$ cat src/rtl/crtc_bus_master_if.sv
// Host request/response port and MC6845 CPU-side bus, grouped for crtc_bus_master.
// master: the bus master's view; slave: the host/CRTC side.
interface crtc_bus_master_if;
  logic       req_valid;
  logic       req_ready;
  logic       req_rw;
  logic [4:0] req_addr;
  logic [7:0] req_data;
  logic       rsp_valid;
  logic [7:0] rsp_data;
  logic       CSn;
  logic       E;
  logic       RS;
  logic       RW;
  logic [7:0] D_out;
  logic       D_oe;
  logic [7:0] D_in;

  modport master (
    input  req_valid, req_rw, req_addr, req_data, D_in,
    output req_ready, rsp_valid, rsp_data, CSn, E, RS, RW, D_out, D_oe
  );

  modport slave (
    output req_valid, req_rw, req_addr, req_data, D_in,
    input  req_ready, rsp_valid, rsp_data, CSn, E, RS, RW, D_out, D_oe
  );
endinterface

$ cat src/rtl/crtc_bus_master.sv
// MC6845 register-interface initiator: host single reads/writes plus an init table loader.
// Optional CRTC_READBACK_VERIFY_EN reads back R14/R15 after init and flags mismatches on init_err.
module crtc_bus_master #(
  parameter int unsigned E_HALF     = 1,
  parameter int unsigned INIT_COUNT = 16
) (
  input  logic CLK,
  input  logic RSTn,
  input  logic init_start,
  output logic init_busy,
  output logic init_done,
  output logic init_err,
  crtc_bus_master_if.master bus
);

  typedef enum logic [2:0] {
    IDLE, A_EH, A_EL, D_EH, D_EL, RESP
`ifdef CRTC_READBACK_VERIFY_EN
    , CHK_EH, CHK_EL
`endif
  } state_t;

  localparam logic [7:0] R14_REF = 8'h00;
  localparam logic [7:0] R15_REF = 8'h00;

  function automatic logic [7:0] init_value(input logic [3:0] idx);
    logic [7:0] v;
    case (idx)
      4'd0:    v = 8'h5E;
      4'd1:    v = 8'h4C;
      4'd2:    v = 8'h4E;
      4'd3:    v = 8'h0C;
      4'd4:    v = 8'h40;
      4'd5:    v = 8'h05;
      4'd6:    v = 8'h3C;
      4'd7:    v = 8'h3D;
      4'd9:    v = 8'h07;
      default: v = 8'h00;
    endcase
    return v;
  endfunction

  state_t     state, state_next;
  logic [7:0] cnt;
  logic       last;
  logic [4:0] addr;
  logic [7:0] wdata;
  logic       rw;
  logic [7:0] rd_byte;
  logic       ready_en;
  logic       init_go;
  logic       req_go;
  logic       last_entry;

  assign last       = (cnt == 8'(E_HALF - 1));
  assign last_entry = (addr == 5'(INIT_COUNT - 1));
  assign init_go    = (state == IDLE) && init_start;
  // Ready is withheld while init_start is high so a simultaneous host request simply waits.
  assign bus.req_ready = ready_en && (state == IDLE) && !init_busy && !init_start;
  assign req_go     = bus.req_valid && bus.req_ready;

`ifdef CRTC_READBACK_VERIFY_EN
  logic chk_reg;
  logic chk_data;
  logic err_q;
  assign init_err = err_q;
`else
  assign init_err = 1'b0;
`endif

  always_ff @(posedge CLK or negedge RSTn) begin
    if (!RSTn) state <= IDLE;
    else       state <= state_next;
  end

  always_comb begin
    state_next    = state;
    bus.CSn       = 1'b1;
    bus.E         = 1'b0;
    bus.RS        = 1'b0;
    bus.RW        = 1'b1;
    bus.D_oe      = 1'b0;
    bus.D_out     = 8'h00;
    bus.rsp_valid = 1'b0;
    bus.rsp_data  = 8'h00;
    case (state)
      IDLE: begin
        if (init_go || req_go) state_next = A_EH;
      end
      A_EH, A_EL: begin
        bus.CSn   = 1'b0;
        bus.RW    = 1'b0;
        bus.D_oe  = 1'b1;
        bus.D_out = {3'b000, addr};
        bus.E     = (state == A_EH);
        if (last) state_next = (state == A_EH) ? A_EL : D_EH;
      end
      D_EH, D_EL: begin
        bus.CSn   = 1'b0;
        bus.RS    = 1'b1;
        bus.RW    = rw;
        bus.D_oe  = !rw;
        bus.D_out = rw ? 8'h00 : wdata;
        bus.E     = (state == D_EH);
        if (last) begin
          if (state == D_EH)  state_next = D_EL;
          else if (!init_busy) state_next = RESP;
          else if (!last_entry) state_next = A_EH;
          else begin
`ifdef CRTC_READBACK_VERIFY_EN
            state_next = CHK_EH;
`else
            state_next = IDLE;
`endif
          end
        end
      end
      RESP: begin
        bus.rsp_valid = 1'b1;
        bus.rsp_data  = rw ? rd_byte : 8'h00;
        state_next    = IDLE;
      end
`ifdef CRTC_READBACK_VERIFY_EN
      // Each check register takes an address half (RS=0 write) then a data half (RS=1 read).
      CHK_EH, CHK_EL: begin
        bus.CSn = 1'b0;
        bus.E   = (state == CHK_EH);
        if (chk_data) begin
          bus.RS = 1'b1;
        end else begin
          bus.RW    = 1'b0;
          bus.D_oe  = 1'b1;
          bus.D_out = chk_reg ? 8'h0F : 8'h0E;
        end
        if (last) begin
          if (state == CHK_EH)          state_next = CHK_EL;
          else if (chk_data && chk_reg) state_next = IDLE;
          else                          state_next = CHK_EH;
        end
      end
`endif
      default: state_next = IDLE;
    endcase
  end

  always_ff @(posedge CLK or negedge RSTn) begin
    if (!RSTn) begin
      cnt       <= 8'd0;
      addr      <= 5'd0;
      wdata     <= 8'h00;
      rw        <= 1'b0;
      rd_byte   <= 8'h00;
      ready_en  <= 1'b0;
      init_busy <= 1'b0;
      init_done <= 1'b0;
`ifdef CRTC_READBACK_VERIFY_EN
      chk_reg   <= 1'b0;
      chk_data  <= 1'b0;
      err_q     <= 1'b0;
`endif
    end else begin
      ready_en <= 1'b1;
      cnt      <= (state_next == state && state != IDLE) ? cnt + 8'd1 : 8'd0;
      case (state)
        IDLE: begin
          if (init_go) begin
            init_busy <= 1'b1;
            init_done <= 1'b0;
`ifdef CRTC_READBACK_VERIFY_EN
            err_q     <= 1'b0;
`endif
            addr      <= 5'd0;
            wdata     <= init_value(4'd0);
            rw        <= 1'b0;
          end else if (req_go) begin
            rw    <= bus.req_rw;
            addr  <= bus.req_addr;
            wdata <= bus.req_data;
          end
        end
        D_EH: begin
          if (last && rw) rd_byte <= bus.D_in;
        end
        D_EL: begin
          if (last && init_busy) begin
            if (!last_entry) begin
              addr  <= addr + 5'd1;
              wdata <= init_value(addr[3:0] + 4'd1);
            end else begin
`ifdef CRTC_READBACK_VERIFY_EN
              chk_reg  <= 1'b0;
              chk_data <= 1'b0;
`else
              init_busy <= 1'b0;
              init_done <= 1'b1;
`endif
            end
          end
        end
`ifdef CRTC_READBACK_VERIFY_EN
        CHK_EH: begin
          if (last && chk_data) rd_byte <= bus.D_in;
        end
        CHK_EL: begin
          if (last) begin
            if (!chk_data) begin
              chk_data <= 1'b1;
            end else if (!chk_reg) begin
              if (rd_byte[5:0] != R14_REF[5:0]) err_q <= 1'b1;
              chk_reg  <= 1'b1;
              chk_data <= 1'b0;
            end else begin
              if (rd_byte != R15_REF) err_q <= 1'b1;
              init_busy <= 1'b0;
              init_done <= 1'b1;
            end
          end
        end
`endif
        default: ;
      endcase
    end
  end

endmodule

$ cat src/flat_wrapper.sv
// flat-port wrapper written by rule: the top's interface ports become plain ports
module crtc_bus_master_flat 
#(
  parameter int unsigned E_HALF     = 1,
  parameter int unsigned INIT_COUNT = 16
)
  (CLK, RSTn, init_start, init_busy, init_done, init_err, bus_req_valid, bus_req_rw, bus_req_addr, bus_req_data, bus_D_in, bus_req_ready, bus_rsp_valid, bus_rsp_data, bus_CSn, bus_E, bus_RS, bus_RW, bus_D_out, bus_D_oe);
  crtc_bus_master_if bus_i ();
  input  logic CLK;
  input  logic RSTn;
  input  logic init_start;
  output logic init_busy;
  output logic init_done;
  output logic init_err;
  input wire logic [$bits(bus_i.req_valid)-1:0] bus_req_valid;
  input wire logic [$bits(bus_i.req_rw)-1:0] bus_req_rw;
  input wire logic [$bits(bus_i.req_addr)-1:0] bus_req_addr;
  input wire logic [$bits(bus_i.req_data)-1:0] bus_req_data;
  input wire logic [$bits(bus_i.D_in)-1:0] bus_D_in;
  output wire logic [$bits(bus_i.req_ready)-1:0] bus_req_ready;
  output wire logic [$bits(bus_i.rsp_valid)-1:0] bus_rsp_valid;
  output wire logic [$bits(bus_i.rsp_data)-1:0] bus_rsp_data;
  output wire logic [$bits(bus_i.CSn)-1:0] bus_CSn;
  output wire logic [$bits(bus_i.E)-1:0] bus_E;
  output wire logic [$bits(bus_i.RS)-1:0] bus_RS;
  output wire logic [$bits(bus_i.RW)-1:0] bus_RW;
  output wire logic [$bits(bus_i.D_out)-1:0] bus_D_out;
  output wire logic [$bits(bus_i.D_oe)-1:0] bus_D_oe;
  assign bus_i.req_valid = bus_req_valid;
  assign bus_i.req_rw = bus_req_rw;
  assign bus_i.req_addr = bus_req_addr;
  assign bus_i.req_data = bus_req_data;
  assign bus_i.D_in = bus_D_in;
  assign bus_req_ready = bus_i.req_ready;
  assign bus_rsp_valid = bus_i.rsp_valid;
  assign bus_rsp_data = bus_i.rsp_data;
  assign bus_CSn = bus_i.CSn;
  assign bus_E = bus_i.E;
  assign bus_RS = bus_i.RS;
  assign bus_RW = bus_i.RW;
  assign bus_D_out = bus_i.D_out;
  assign bus_D_oe = bus_i.D_oe;
  crtc_bus_master #(.E_HALF(E_HALF), .INIT_COUNT(INIT_COUNT)) u_core (.CLK(CLK), .RSTn(RSTn), .init_start(init_start), .init_busy(init_busy), .init_done(init_done), .init_err(init_err), .bus(bus_i));
endmodule
$ cat config.mk
export PLATFORM = sky130hd
export DESIGN_NAME = crtc_bus_master_flat
export DESIGN_NICKNAME = d
export VERILOG_FILES = /design/src/rtl/crtc_bus_master_if.sv /design/src/rtl/crtc_bus_master.sv /design/src/flat_wrapper.sv
export SDC_FILE = /design/constraint.sdc
export NUM_CORES = 1
export LEC_CHECK = 0
export ABC_CLOCK_PERIOD_IN_PS = 5150
export BUFFER_PORTS_ARGS = -buffer_cell sky130_fd_sc_hd__buf_2
export CORE_MARGIN = 4
export CORE_UTILIZATION = 58
export CTS_CLUSTER_SIZE = 24
export DETAILED_ROUTE_END_ITERATION = 10
export HOLD_SLACK_MARGIN = 0.12
export PLACE_DENSITY_LB_ADDON = 0.3
export SLEW_MARGIN = 20
export SYNTH_ARGS = -nofsm -noshare
export SYNTH_HDL_FRONTEND = slang
export SYNTH_SLANG_ARGS = --single-unit
$ cat constraint.sdc
create_clock -name CLK -period 5.15 [get_ports CLK]
set_input_delay 1.2875 -clock CLK [delete_from_list [all_inputs] [get_ports CLK]]
set_output_delay 1.2875 -clock CLK [all_outputs]
set_load 0.02 [all_outputs]
Yosys cells after proc, flatten, opt, wreduce, memory -nomap -nowiden

Memory sizes are Yosys's and may differ from the RTL's.
Index checks and enable logic that the tools add are counted.

Register bits after elaboration: 36
Memory bits (read-only): 112
Input bits: 26
Word-level logic and storage cells: 88
Memories: 1

Add/subtract/negate cells: 3
Equality and inequality tests: 12
Multiplexer cells: 39
Reductions and logical operators: 24

Memories:

| memory           | depth | width | rd ports | clocked after memory_dff | write ports | line                  | source |
|---|---|---|---|---|---|---|---|
| (name not given) | 16    | 7     | 1        | 0                        | 0           | crtc_bus_master.sv:28 | `case (idx)` |

Operators by type and width:

| kind                                                   | count |
|---|---|
| two-way mux 8 bit                                      | 8 |
| case mux 8 bit (2 select lines)                        | 2 |
| two-way mux 5 bit                                      | 4 |
| two-way mux 3 bit                                      | 5 |
| two-way mux 1 bit                                      | 13 |
| case mux 1 bit (2 select lines)                        | 5 |
| case mux 5 bit (2 select lines)                        | 1 |
| case mux 3 bit (3 select lines)                        | 1 |
| adder 8 x 1 -> 8 bit (second input constant)           | 1 |
| logical AND 1 bit                                      | 8 |
| zero test 8 bit                                        | 1 |
| AND reduction 4 bit                                    | 2 |
| == test 3 x 2 -> 1 bit (second input constant)         | 2 |
| == test 3 bit (second input constant)                  | 2 |
| inequality test 2 x 1 -> 1 bit (second input constant) | 3 |
| adder 5 x 1 -> 5 bit (second input constant)           | 1 |
| == test 5 x 4 -> 1 bit (second input constant)         | 1 |
| adder 4 x 1 -> 4 bit (second input constant)           | 1 |
| AND reduction 2 bit                                    | 2 |
| nonzero test 2 bit                                     | 2 |
| OR reduction 2 bit                                     | 2 |
| OR reduction 4 bit                                     | 1 |
| == test 3 x 1 -> 1 bit (second input constant)         | 1 |
| == test 3 bit                                          | 1 |
| other kinds (6)                                        | 8 |

Logic depth before layout (Yosys ltp)

Depth in word-level cells: 11
Depth in mapped cells: 8
Mapped depth without buffers: 7

Least setup slack after synthesis

OpenSTA, ideal clock, no wires.

Kind: input -> output
Start: input init_start
End: output bus_req_ready
Arrival time: 2.051 ns
Required time: 3.863 ns
Slack: 1.812 ns
Stages on the path: 1
Path buffers: 0
Cell sequence: nor4b_1

Longest elaborated chain between the ends: 2

Ends and longest elaborated chain:

| item               | line                  | source |
|---|---|---|
| start: declaration | flat_wrapper.sv:11    | `input logic init_start;` |
| zero test 1 bit    | crtc_bus_master.sv:59 | `assign bus.req_ready = ready_en && (state == IDLE) && !init_busy && !init_start;` |
| logical AND 1 bit  | crtc_bus_master.sv:59 |  |
| end: declaration   | flat_wrapper.sv:20    | `output wire logic [$bits(bus_i.req_ready)-1:0] bus_req_ready;` |

Every way passes these cells.

Worst setup path in the final report

Start: register u_core.state[1]
End: output bus_D_out[2]

Longest elaborated chain between the ends: 3
Elaborated cells on any way between the ends: 7
Those cells by class: eq/ne: 4; mux: 1; reduce/logical: 2

Ends and longest elaborated chain:

| item                                        | line                  | source |
|---|---|---|
| start: declaration                          | crtc_bus_master.sv:43 | `state_t state, state_next;` |
| start signal: assignment                    | crtc_bus_master.sv:73 | `else state <= state_next;` |
| == test 3 bit, or another cell as far along | crtc_bus_master.sv:86 | `case (state)` |
| OR reduction 2 bit                          | crtc_bus_master.sv:86 |  |
| case mux 8 bit (2 select lines) (*)         | crtc_bus_master.sv:86 |  |
| end: declaration                            | flat_wrapper.sv:27    | `output wire logic [$bits(bus_i.D_out)-1:0] bus_D_out;` |

Mark *: on every way between the ends. The rest lies on a longest branch, timed or not.

==> qor.csv <==
metric;value;unit
status;complete, no violations;
number of diodes;0;
1st-pass router iterations;5;
RSZ-0062 raised after global routing;no;
Post-synth ARST share;1.00;
R2R depth;6;
wire length on met2;2430;um
headroom to the max-slew limit;0.376;
clock skew;0.00577;ns
Hold Path Class;reg -> reg;
most common cell after layout, fill and taps aside;buf_2;
post-synth cell types;48;
GRT Resource Usage Total;0.216;
EDFF count, synth;0;
antenna violations before repair;0;
DIE AREA;5040;um^2
critical path arrival;2.49;ns
placed inst area;2540;um^2
yosys warns;0;
Initial DRC Count;164;
Final HPWL DP;3860;um
worst slew pin tran;0.936;ns
critical path fanouts, max;16;
CTS tree;done;
max_cap viols;0;
Longest Clk Path Bufs;2;
routed wl met3;342;um
WS Path Type;reg -> out;
Core Area;3740;um^2
DR WL/cell;14.9;um
Setup Viol. Count Final;0;
DIE WIDTH;71.0;um
DR top layer;met4;
Ports;52;
syn_area_per_cell;8.63;um^2
Worst-Skew Late Latency;0.29;ns
critical path launch point type;flop;
Worst VDD drop;0.000384;V
number of global-route vias before repair;1887;
hold buffers post-CTS;0;
dpl cells;349;
number of routed nets with antenna violations;0;
Row Count;22;
PD cells;598;nW/um^2
LEAKAGE;0.00125;uW
Req. time, crit path;3.86;ns
drt total wl;5330;um
setup TNS;0;ns
Starting Density;0.615;
GR Overflow Total;0;
Hold Fails Final Rpt;0;
Nets;340;
Die Height;71.0;um
Setup Buffers After CTS;0;
#FFs+latches synth;36;
Placer Congestion;0.855;
sequential area share after synthesis;0.391;
post-cts resize count;0;
port buffer count;50;
design area;2630;um^2
Num Clock Sinks;36;
first-pass GRT wire length;8750;um
pin count of the biggest net entering global routing;37;
combined area of all synthesized cells;2300;um^2
non-filler instance count after layout;357;
WL met1;2480;um
syn_nets;299;
Clock transition at path regs;0.07;ns
CTS root buffer;clkbuf_8;
final period utilization;0.734;
Primary FF master, synth;dfrtp_1;
area added between synthesis and finish;14.2;%
Num CTS Buffers;5;
share of layout cells above drive strength 1;0.227;
Worst Setup End Kind;output port;
max-slew violations;0;
DR vias/cell;5.74;
htree depth;2;
via count;2050;
Worst Hold Depth;1;
FMAX;265;MHz
cells after synthesis;267;
Remaining DRCs;0;
Final min period;3.78;ns
commonest non-fill, non-tap cells in the layout;buf_2, dfrtp_1, nand2_1, nor2_1, o21ai_0;
stage by stage:
step	setup WS [ns]	power [uW]	utilization	hold slack [ns]
finish	1.37	1570	0.703	0.499
global placement	1.82	1330	0.677	0.479
CTS	1.42	1570	0.703	0.503
detailed placement	1.74	1350	0.677	0.487
global route	1.14	1700	0.703	0.510
floorplan	1.81	1150	-	0.471
critical path, cell delays in order (launching register included):
cell and delay [ns]:
dfrtp_1 0.57, nor2_2 0.36, nand2_1 0.38, nor2_1 0.48, nand2_1 0.09, o21ai_0 0.11
buf_2 0.21
report_power, final:
part / leakage [uW] / total [uW] / internal (uW) / switching [uW]
logic: 0.000762 / 817 / 322 / 495
registers: 0.000442 / 546 / 385 / 160
clock network: 0.0000445 / 210 / 109 / 102
total: 0.00125 / 1570 / 816 / 757
sequential cells by signal (all words and copies together), names as in the netlist:
register / cells
u_core.addr: 5
u_core.rd_byte: 8
u_core.wdata: 8
u_core.cnt: 8
u_core.init_done: 1
u_core.init_busy: 1
u_core.ready_en: 1
u_core.state: 3
u_core.rw: 1
layer usage:
metal / global-route usage / vias to the layer above
met4: 0.0585 / 0
met5: 0 / -
met2: 0.330 / 72
li1: - / 1012
met1: 0.305 / 960
met3: 0.0568 / 6
cell type report:
| type | instances | area (um^2) |
|---|---|---|
| clock buffers | 7 | 86.3 |
| clock inverters | 1 | 7.51 |
| fillers | 307 | 1110 |
| inverters | 17 | 63.8 |
| multi-input cells | 198 | 1260 |
| flip-flops and latches | 36 | 901 |
| well taps | 48 | 60.1 |
| repair buffers | 50 | 250 |
synthesized netlist by cell type (2+ instances only):
cell	n	area, um^2
a21oi_1	15	75.1
a22oi_1	10	75.1
a31oi_1	3	18.8
and2_1	13	81.3
and3_1	6	37.5
buf_2	2	10.0
buf_4	2	15.0
clkbuf_1	11	41.3
conb_1	2	7.51
dfrtp_1	36	901
ha_1	6	75.1
inv_1	17	63.8
mux2_2	8	90.1
nand2_1	26	97.6
nand3_1	8	40.0
nand4_1	2	12.5
nand4_2	2	25.0
nor2_1	24	90.1
nor2b_1	7	43.8
nor3_1	3	15.0
o2111ai_1	2	17.5
o21ai_0	18	90.1
o21ai_1	4	20.0
o221ai_1	2	17.5
o22ai_1	4	25.0
o31ai_1	2	15.0
xnor2_1	5	43.8
xor2_1	7	61.3
cells by family after synthesis:
family,Yosys count,synth area share
compound gates,71,0.203
buf+inv,33,0.0614
flops,36,0.391
simple gates,98,0.220
xor+xnor,12,0.0456
mux,9,0.0435
other cells,2,0.00326
fa+ha+maj,6,0.0326
path summary, 6_finish.rpt:
| path | startpoint | end | slack, ns |
|---|---|---|---|
| min in group asynchronous | RSTn | u_core.cnt[6] | 1.07 |
| worst min-delay path | u_core.rd_byte[0] | u_core.rd_byte[0] | 0.50 |
| worst max register to register | u_core.addr[0] | u_core.wdata[0] | 2.15 |
| worst min register to register | u_core.rd_byte[0] | u_core.rd_byte[0] | 0.50 |
| worst max-delay path | u_core.state[1] | bus_D_out[2] | 1.37 |
| max in group asynchronous | RSTn | u_core.addr[1] | 3.58 |
(Power assumes the default switching activity.)
